--- src/rtl/uart_tx_fifo.sv ---
// RS-232 transmitter with a transmit FIFO in front of it. Words are queued on a
// valid/ready port and sent LSB-first with optional parity and one or two stop bits.
`timescale 1ns/1ps
module uart_tx_fifo #(
  parameter int CLK_FREQ   = 50000000,
  parameter int BAUD       = 19200,
  parameter int DATA_BITS  = 8,
  parameter int PARITY     = 0,
  parameter int STOP_BITS  = 1,
  parameter int FIFO_DEPTH = 16
) (
  input  logic                          clk,
  input  logic                          rst_n,
  input  logic                          wr_valid,
  output logic                          wr_ready,
  input  logic [DATA_BITS-1:0]          wr_data,
  output logic                          txd,
  output logic                          busy,
  output logic [$clog2(FIFO_DEPTH):0]   fifo_count,
  output logic [2:0]                    dbgState
);

  localparam int AW  = $clog2(FIFO_DEPTH);
  localparam int DIV = (CLK_FREQ + BAUD / 2) / BAUD;
  localparam int CW  = $clog2(DIV);

  localparam logic [CW-1:0] DIV_LAST   = CW'(DIV - 1);
  localparam logic [3:0]    DATA_LAST  = 4'(DATA_BITS - 1);
  localparam logic [3:0]    STOP_LAST  = 4'(STOP_BITS - 1);
  localparam logic [AW:0]   DEPTH      = (AW + 1)'(FIFO_DEPTH);

  typedef enum logic [2:0] {
    S_IDLE   = 3'd0,
    S_START  = 3'd1,
    S_DATA   = 3'd2,
    S_PARITY = 3'd3,
    S_STOP   = 3'd4
  } stateT;

  // Write port: a word moves when wr_valid and wr_ready are both high at a
  // rising clk edge; wr_ready depends only on the current fill level.

  stateT                 state;
  logic [CW-1:0]         baudCnt;
  logic [3:0]            bitIdx;
  logic [DATA_BITS-1:0]  shiftReg;
  logic                  parityBit;
  logic                  txdNext;

  logic [DATA_BITS-1:0]  mem [FIFO_DEPTH];
  logic [AW-1:0]         wrPtr;
  logic [AW-1:0]         rdPtr;
  logic [AW:0]           count;
  logic [DATA_BITS-1:0]  headWord;
  logic                  headParity;

  logic push;
  logic pop;
  logic tick;
  logic lastStop;

  assign wr_ready   = (count != DEPTH);
  assign fifo_count = count;
  assign dbgState   = state;

  assign push     = wr_valid & wr_ready;
  assign tick     = (baudCnt == DIV_LAST);
  assign lastStop = (bitIdx == STOP_LAST);
  // Pops happen either from idle or exactly on the last stop-bit tick, which
  // is what makes consecutive frames abut with no idle gap.
  assign pop      = (count != '0) &&
                    ((state == S_IDLE) || ((state == S_STOP) && tick && lastStop));

  always_comb begin
    headWord   = mem[rdPtr];
    headParity = (PARITY == 2) ? (^headWord) : (~^headWord);
  end

  always_ff @(posedge clk) begin
    if (push) begin
      mem[wrPtr] <= wr_data;
    end
  end

  always_ff @(posedge clk or negedge rst_n) begin
    if (!rst_n) begin
      wrPtr <= '0;
      rdPtr <= '0;
      count <= '0;
    end else begin
      if (push) begin
        wrPtr <= wrPtr + AW'(1);
      end
      if (pop) begin
        rdPtr <= rdPtr + AW'(1);
      end
      case ({push, pop})
        2'b10:   count <= count + (AW + 1)'(1);
        2'b01:   count <= count - (AW + 1)'(1);
        default: count <= count;
      endcase
    end
  end

  always_comb begin
    txdNext = 1'b1;
    case (state)
      S_START:  txdNext = 1'b0;
      S_DATA:   txdNext = shiftReg[0];
      S_PARITY: txdNext = parityBit;
      default:  txdNext = 1'b1;
    endcase
  end

  always_ff @(posedge clk or negedge rst_n) begin
    if (!rst_n) begin
      state     <= S_IDLE;
      baudCnt   <= '0;
      bitIdx    <= '0;
      shiftReg  <= '0;
      parityBit <= 1'b0;
      txd       <= 1'b1;
      busy      <= 1'b0;
    end else begin
      txd  <= txdNext;
      // Registered one cycle behind the state so it drops together with the
      // end of the last stop bit on the line.
      busy <= (state != S_IDLE) || (count != '0) || push;

      if ((state == S_IDLE) || tick || pop) begin
        baudCnt <= '0;
      end else begin
        baudCnt <= baudCnt + CW'(1);
      end

      case (state)
        S_IDLE: begin
          bitIdx <= '0;
          if (pop) begin
            shiftReg  <= headWord;
            parityBit <= headParity;
            state     <= S_START;
          end
        end
        S_START: begin
          if (tick) begin
            bitIdx <= '0;
            state  <= S_DATA;
          end
        end
        S_DATA: begin
          if (tick) begin
            shiftReg <= shiftReg >> 1;
            if (bitIdx == DATA_LAST) begin
              bitIdx <= '0;
              state  <= (PARITY != 0) ? S_PARITY : S_STOP;
            end else begin
              bitIdx <= bitIdx + 4'd1;
            end
          end
        end
        S_PARITY: begin
          if (tick) begin
            bitIdx <= '0;
            state  <= S_STOP;
          end
        end
        S_STOP: begin
          if (tick) begin
            if (lastStop) begin
              bitIdx <= '0;
              if (pop) begin
                shiftReg  <= headWord;
                parityBit <= headParity;
                state     <= S_START;
              end else begin
                state <= S_IDLE;
              end
            end else begin
              bitIdx <= bitIdx + 4'd1;
            end
          end
        end
        default: begin
          state <= S_IDLE;
        end
      endcase
    end
  end

endmodule

--- config.mk ---
export PLATFORM = sky130hd
export DESIGN_NAME = uart_tx_fifo
export DESIGN_NICKNAME = d
export VERILOG_FILES = /design/src/rtl/uart_tx_fifo.sv
export SDC_FILE = /design/constraint.sdc
export NUM_CORES = 1
export LEC_CHECK = 0
export CAP_MARGIN = 5
export CORE_MARGIN = 2
export CORE_UTILIZATION = 50
export CTS_BUF_LIST = sky130_fd_sc_hd__clkbuf_4 sky130_fd_sc_hd__clkbuf_8
export DETAILED_ROUTE_END_ITERATION = 10
export DONT_BUFFER_PORTS = 1
export PLACE_DENSITY_LB_ADDON = 0.15
export SLEW_MARGIN = 20
export SYNTH_ARGS = -nofsm -noshare
export SYNTH_HDL_FRONTEND = slang
export SYNTH_SLANG_ARGS = --single-unit
--- constraint.sdc ---
create_clock -name clk -period 4.4 [get_ports clk]
set_clock_uncertainty 0.2 [all_clocks]
set_input_delay 0.88 -clock clk [delete_from_list [all_inputs] [get_ports clk]]
set_output_delay 0.88 -clock clk [all_outputs]
set_load 0.01 [all_outputs]
* Word level (Yosys, flattened, before mapping)
Memory sizes are Yosys's and may differ from the RTL's. Cells that the tools add are included. Widths: inputs -> output; s select.
Word-level totals: flip-flop bits (word level) 43, bits in latches 0, bits in writable memories 128, bits in read-only memories 0, bits of input ports 11, output and inout port bits 11, memories 1
Operators by class: add/sub/neg operators 6, $mul 0, div/mod/pow operators 0, order comparisons 0, equality and inequality tests 17, shifts and indexed selects 0, muxes and demuxes 29, bitwise logic cells 1, reductions and logical operators 22
Memories:
- mem | words 16, width 8, read ports 1, clocked after memory_dff 0, wr ports 1, line 50 | logic [DATA_BITS-1:0] mem [FIFO_DEPTH];
Operator list (number):
- $mux 8 | 4
- $pmux 8 s3 | 1
- $mux 3 | 7
- $mux 4 | 5
- $pmux 4 s4 | 1
- $pmux 3 s5 | 1
- $ne 2x2->1 const B | 7
- $add 12x1->12 const B | 1
- $add 4x1->4 const B | 3
- $eq 12x12->1 const B | 1
- $mux 12 | 1
- $pmux 5 s2 | 1
- $reduce_and 4->1 | 2
- $reduce_xnor 8->1 | 1
- $reduce_and 7->1 | 1
- $eq 3x2->1 const B | 2
- $mux 1 | 6
- $reduce_bool 3->1 | 2
- $add 5x1->5 const B | 1
- $logic_or 1x1->1 | 5
- $ne 5x5->1 const B | 1
- $reduce_bool 5->1 | 1
- $sub 5x1->5 const B | 1
- $eq 4x3->1 const B | 1
- other kinds (15) | 18

* Depth between registers and ports, before layout
Gate-level depths: netlist (run 1).
depth in word-level cells 9, depth in mapped cells 16, gate-level depth less buffers 15

* Least setup slack after synthesis (run 1)
OpenSTA, ideal clock, no wires.
kind register -> register, start point register state[0] (netlist: dbgState[0]), end point register count[4] (netlist: fifo_count[4]), setup time 127 ps, arrival 3195 ps, path slack 878 ps, stages on the path, launching flop included 16, buffers on the path 3, period minus slack after synthesis 3522 ps, path through dfrtp_1 > clkbuf_1 > or2_2 > clkbuf_1 > o21ai_2 > nor3b_2 > ha_1 > clkbuf_1 > xor2_1 > ha_1 > o21ai_0 > a21oi_1 > a21oi_1 > xor2_1 > nor2_1 > xor2_1
On the way: cells in the longest elaborated chain, start to end 7
RTL lines:
- start, declared | line 43 | stateT state;
- start signal, assigned | line 156 | state <= (PARITY != 0) ? S_PARITY : S_STOP;
- $eq 3x3->1 | line 72 | ((state == S_IDLE) || ((state == S_STOP) && tick && lastStop));
- $logic_and 1x1->1 (2 in a row) | line 72
- $logic_or 1x1->1 * | line 72
- $logic_and 1x1->1 * | line 71 | assign pop = (count != '0) &&
- via pop | line 58 | logic pop;
- $eq 2x1->1 or $eq 2x2->1 (tied branches) | line 97 | case ({push, pop})
- $pmux 5 s2 or $reduce_bool 2->1 (tied branches)
- end signal, assigned | line 98 | 2'b10: count <= count + (AW + 1)'(1);
- end signal, assigned | line 99 | 2'b01: count <= count - (AW + 1)'(1);
- end signal, assigned | line 100 | default: count <= count;
- end, declared | line 53 | logic [AW:0] count;
Mark *: on every way through the listed nets, which the timed path passes. The rest lies on a longest branch. A chain may end at the register's enable or synchronous reset.

* Worst setup path in the final report (run 1)
start point register baudCnt[0], end point register count[4] (netlist: fifo_count[4])
On the way: cells in the longest elaborated chain, start to end 7
RTL lines:
- start, declared | line 44 | logic [CW-1:0] baudCnt;
- start signal, assigned | line 133 | baudCnt <= baudCnt + CW'(1);
- $eq 12x12->1 * | line 67 | assign tick = (baudCnt == DIV_LAST);
- $logic_and 1x1->1 * (2 in a row) | line 72
- $logic_or 1x1->1 * | line 72
- $logic_and 1x1->1 * | line 71
- via pop | line 58
- $eq 2x1->1 or $eq 2x2->1 (tied branches) | line 97
- $pmux 5 s2 or $reduce_bool 2->1 (tied branches)
Marks and branches as above.

==> impl_metrics.yaml, run 1 <==
status:
  outcome: "completed"
logic_synthesis:
  yosysTopAreaCell: "edfxtp_1"
  synth_seq_cells: 171
  synth_nets: 479
  synth_edf_count: 128
  syn_avg_cell_area_um2: 16.01
  syn-cell-area_um2: 7301
  ys_types: 48
  synthArstFlopShare: 0.2515
  ys_seq_area_frac: 0.6740
  synthFlopType: "edfxtp_1"
  synth_most_common_cell: "edfxtp_1"
  synth_commonest_cells: "128 x edfxtp_1, 42 x dfrtp_1, 32 x nor2_1"
  synth_top_cell_area_share: 0.5265
  syn_inst: 456
  ys_warn_count: 0
  ys_top_cells_by_area: "edfxtp_1 53%, dfrtp_1 14%, mux4_2 7.7%, mux4_1 2.5%, mux2_2 2.2%"
power_and_ir_drop:
  report.power.total_mw: 3.476
  ir_drop_uv: 239.9
  p_per_area_nw_per_um2: 438.3
  leakage_nw: 2.841
route:
  drc: 0
  post_drt_wl_per_cell_um: 20.75
  viasPerCell: 5.725
  vias: 3796
  final_antenna_net_count: 0
  wl_um: 13760
  firstDrtPassIters: 4
  first_iter_violations: 304
finish:
  stdcell_area_um2: 7931
  n_antenna_cell: 0
  instances_no_fill: 663
  layout.nets: 489
  syn2layout_area_growth_pct: 8.638
  fill_cells: 1149
  layout-drive-gt1-share: 0.1879
sta:
  finalSetupTns_ps: 0
  slew_violations: 0
  hold_viol: 0
  rsz0062_at_grt: "no"
  setup_viol: 0
  layout_setup_ws_ps: 596.9
  max_freq_mhz: 262.9
  fin_crit_ps: 3803
  worst_pin_slew_ps: 995.3
  finalCritPeriodShare: 0.8643
  max-slew-margin-rel: 0.3340
clock_tree:
  cts.htree.levels: 4
  cts_sinks: 171
  clockRootBuffer: "clkbuf_8"
  clock_path_buffers: 2
  clock_insertion_delay_worst_skew_ps: 460
  ctsResizeCount: 0
  clk_pin_slew_worst_paths_ps: 90
  cts_tree: "done"
  numCtsBuffers: 17
grt:
  antenna_found_initial: 0
  grt_pass1_wl_um: 22310
  grt_usage: 0.1913
  grt_pass1_vias: 4037
  grt_max_degree: 43
  grt_overflow_total: 0
worst_setup_path:
  startpoint_type: "flip-flop"
  crit_arrival_ps: 3940
  critPathKind: "reg2reg"
  end_kind: "flip-flop"
  worstPathRequired_ps: 4540
  worstRegToRegCells: 15
  worstPathMaxFanout: 19
place:
  gp_congestion: 0.7697
  io_buffers: 0
  dp_slack_ps: 632.3
  post_dp_cell_area_um2: 7501
  dp.cells: 630
  hpwl_um: 9302
floorplan:
  fp.dieW_um: 124.8
  io_pins: 22
  coreArea_um2: 14420
  fp.dieArea_um2: 15580
  std_cell_rows: 44
  die_h_um: 124.8
  start_util: 0.5062
min_path:
  holdCritPathClass: "in2async"
run:
  cap_violations: 0
worst max-delay path, stage by stage, from the launching register on:
cell and delay [ps]:
dfrtp_1 400, ha_1 220, and4b_1 210, nand3_1 290, o21ai_2 410, nor3b_2 270, buf_4 190, ha_1 330
xor2_1 110, ha_1 230, o21ai_0 200, a21oi_1 100, a21oi_1 180, xor2_1 160, nor2_1 60, xor2_1 140
logic make-up (layout without fill, tap and decap cells):
kind of cell | Yosys count | count (layout) | share of synthesized area
DFF | 171 | 171 | 0.6740
muxes | 50 | 50 | 0.1294
and+or+nand+nor | 104 | 104 | 0.06821
buffers and inverters | 35 | 58 | 0.02331
adders and majority gates | 13 | 13 | 0.02194
xor gates and xnor gates | 30 | 30 | 0.03599
AOI/OAI and AO/OA | 53 | 53 | 0.04713
cells in the final DEF (no fill, tap or decap), drive strengths merged, types with 2 or more instances in the layout:
cell type,instances
clkinvlp,5
nor2,32
mux2i,4
clkbuf,18
clkinv,3
xor2,12
and3,5
a22oi,16
a21oi,11
nor3,6
nand3,7
nand2b,4
edfxtp,128
o31ai,2
dfrtp,42
o21ai,17
mux2,14
nand2,31
nor3b,2
nand4,2
nor2b,4
mux4,32
ha,12
a221oi,2
and2,3
bufinv,2
buf,13
xnor2,18
inv,17
per-stage QoR:
| stage | hold slack (ps) | utilization |
|---|---|---|
| global placement | 263.5 | 0.5200 |
| global route | 17.81 | 0.5499 |
| detailed placement | 275.7 | 0.5200 |
| finish | 50.35 | 0.5499 |
| CTS | 21.56 | 0.5499 |
| floorplan | 247.4 | - |
layout make-up:
| type | instances | area, um^2 | area share |
|---|---|---|---|
| Clock buffer | 18 | 241.5 | 0.03045 |
| Clock inverter | 14 | 161.4 | 0.02035 |
| Tap cell | 184 | 230.2 | 0.02903 |
| Sequential cell | 171 | 4922 | 0.6206 |
| Timing Repair Buffer | 13 | 117.6 | 0.01483 |
| Multi-Input combinational cell | 250 | 2210 | 0.2786 |
| Inverter | 13 | 48.80 | 0.006152 |
where the power goes:
part,switching (mW),internal (mW)
sequential,0.107,1.90
combinational,0.211,0.142
clock,0.594,0.522
per-layer routing:
metal | global-route usage | wire length, um
met1 | 0.2600 | 6027
met2 | 0.3050 | 6762
met3 | 0.04854 | 747
met4 | 0.06536 | 217
met5 | 0 | 0
sequential cells by signal, indices dropped and copies added, names as in the netlist:
name and cells:
parityBit 1, wrPtr 4, mem 128, fifo_count 5, baudCnt 12, rdPtr 4
busy 1, txd 1, shiftReg 8, bitIdx 4, dbgState 3
repair_timing:
item | 4_1_cts | 5_1_grt
setup buffers | 0 | 0
endpoints found under the hold margin | 42 | 0
hold buffers | 1 | 0
path summary, 6_finish.rpt:
path | to | from | slack, ps
hold / removal | baudCnt[5] | rst_n | 50
min in group clk | baudCnt[0] | baudCnt[0] | 290
max in group asynchronous | rdPtr[0] | rst_n | 3730
setup / recovery | fifo_count[4] | baudCnt[0] | 600
setup reg to reg | fifo_count[4] | baudCnt[0] | 600
hold reg to reg | baudCnt[0] | baudCnt[0] | 290
No activity file was read; power rests on OpenSTA's default activity.
==> run 2: changes to the inputs <==
--- a/config.mk
+++ b/config.mk
@@ -9,6 +9,7 @@
 export CORE_MARGIN = 2
 export CORE_UTILIZATION = 50
 export CTS_BUF_LIST = sky130_fd_sc_hd__clkbuf_4 sky130_fd_sc_hd__clkbuf_8
+export CTS_CLUSTER_SIZE = 28
 export DETAILED_ROUTE_END_ITERATION = 10
 export DONT_BUFFER_PORTS = 1
 export PLACE_DENSITY_LB_ADDON = 0.15
==> results of run 2 <==
The final DEF is identical to that of run 1; final timing and power are the same.
==> run 3: changes to the inputs <==
--- a/config.mk
+++ b/config.mk
@@ -5,6 +5,7 @@
 export SDC_FILE = /design/constraint.sdc
 export NUM_CORES = 1
 export LEC_CHECK = 0
+export ABC_CLOCK_PERIOD_IN_PS = 4400
 export CAP_MARGIN = 5
 export CORE_MARGIN = 2
 export CORE_UTILIZATION = 50
@@ -13,7 +14,7 @@
 export DETAILED_ROUTE_END_ITERATION = 10
 export DONT_BUFFER_PORTS = 1
 export PLACE_DENSITY_LB_ADDON = 0.15
-export SLEW_MARGIN = 20
+export SLEW_MARGIN = 0
 export SYNTH_ARGS = -nofsm -noshare
 export SYNTH_HDL_FRONTEND = slang
 export SYNTH_SLANG_ARGS = --single-unit
==> results of run 3 <==
The final DEF is identical to that of run 1; final timing and power are the same.
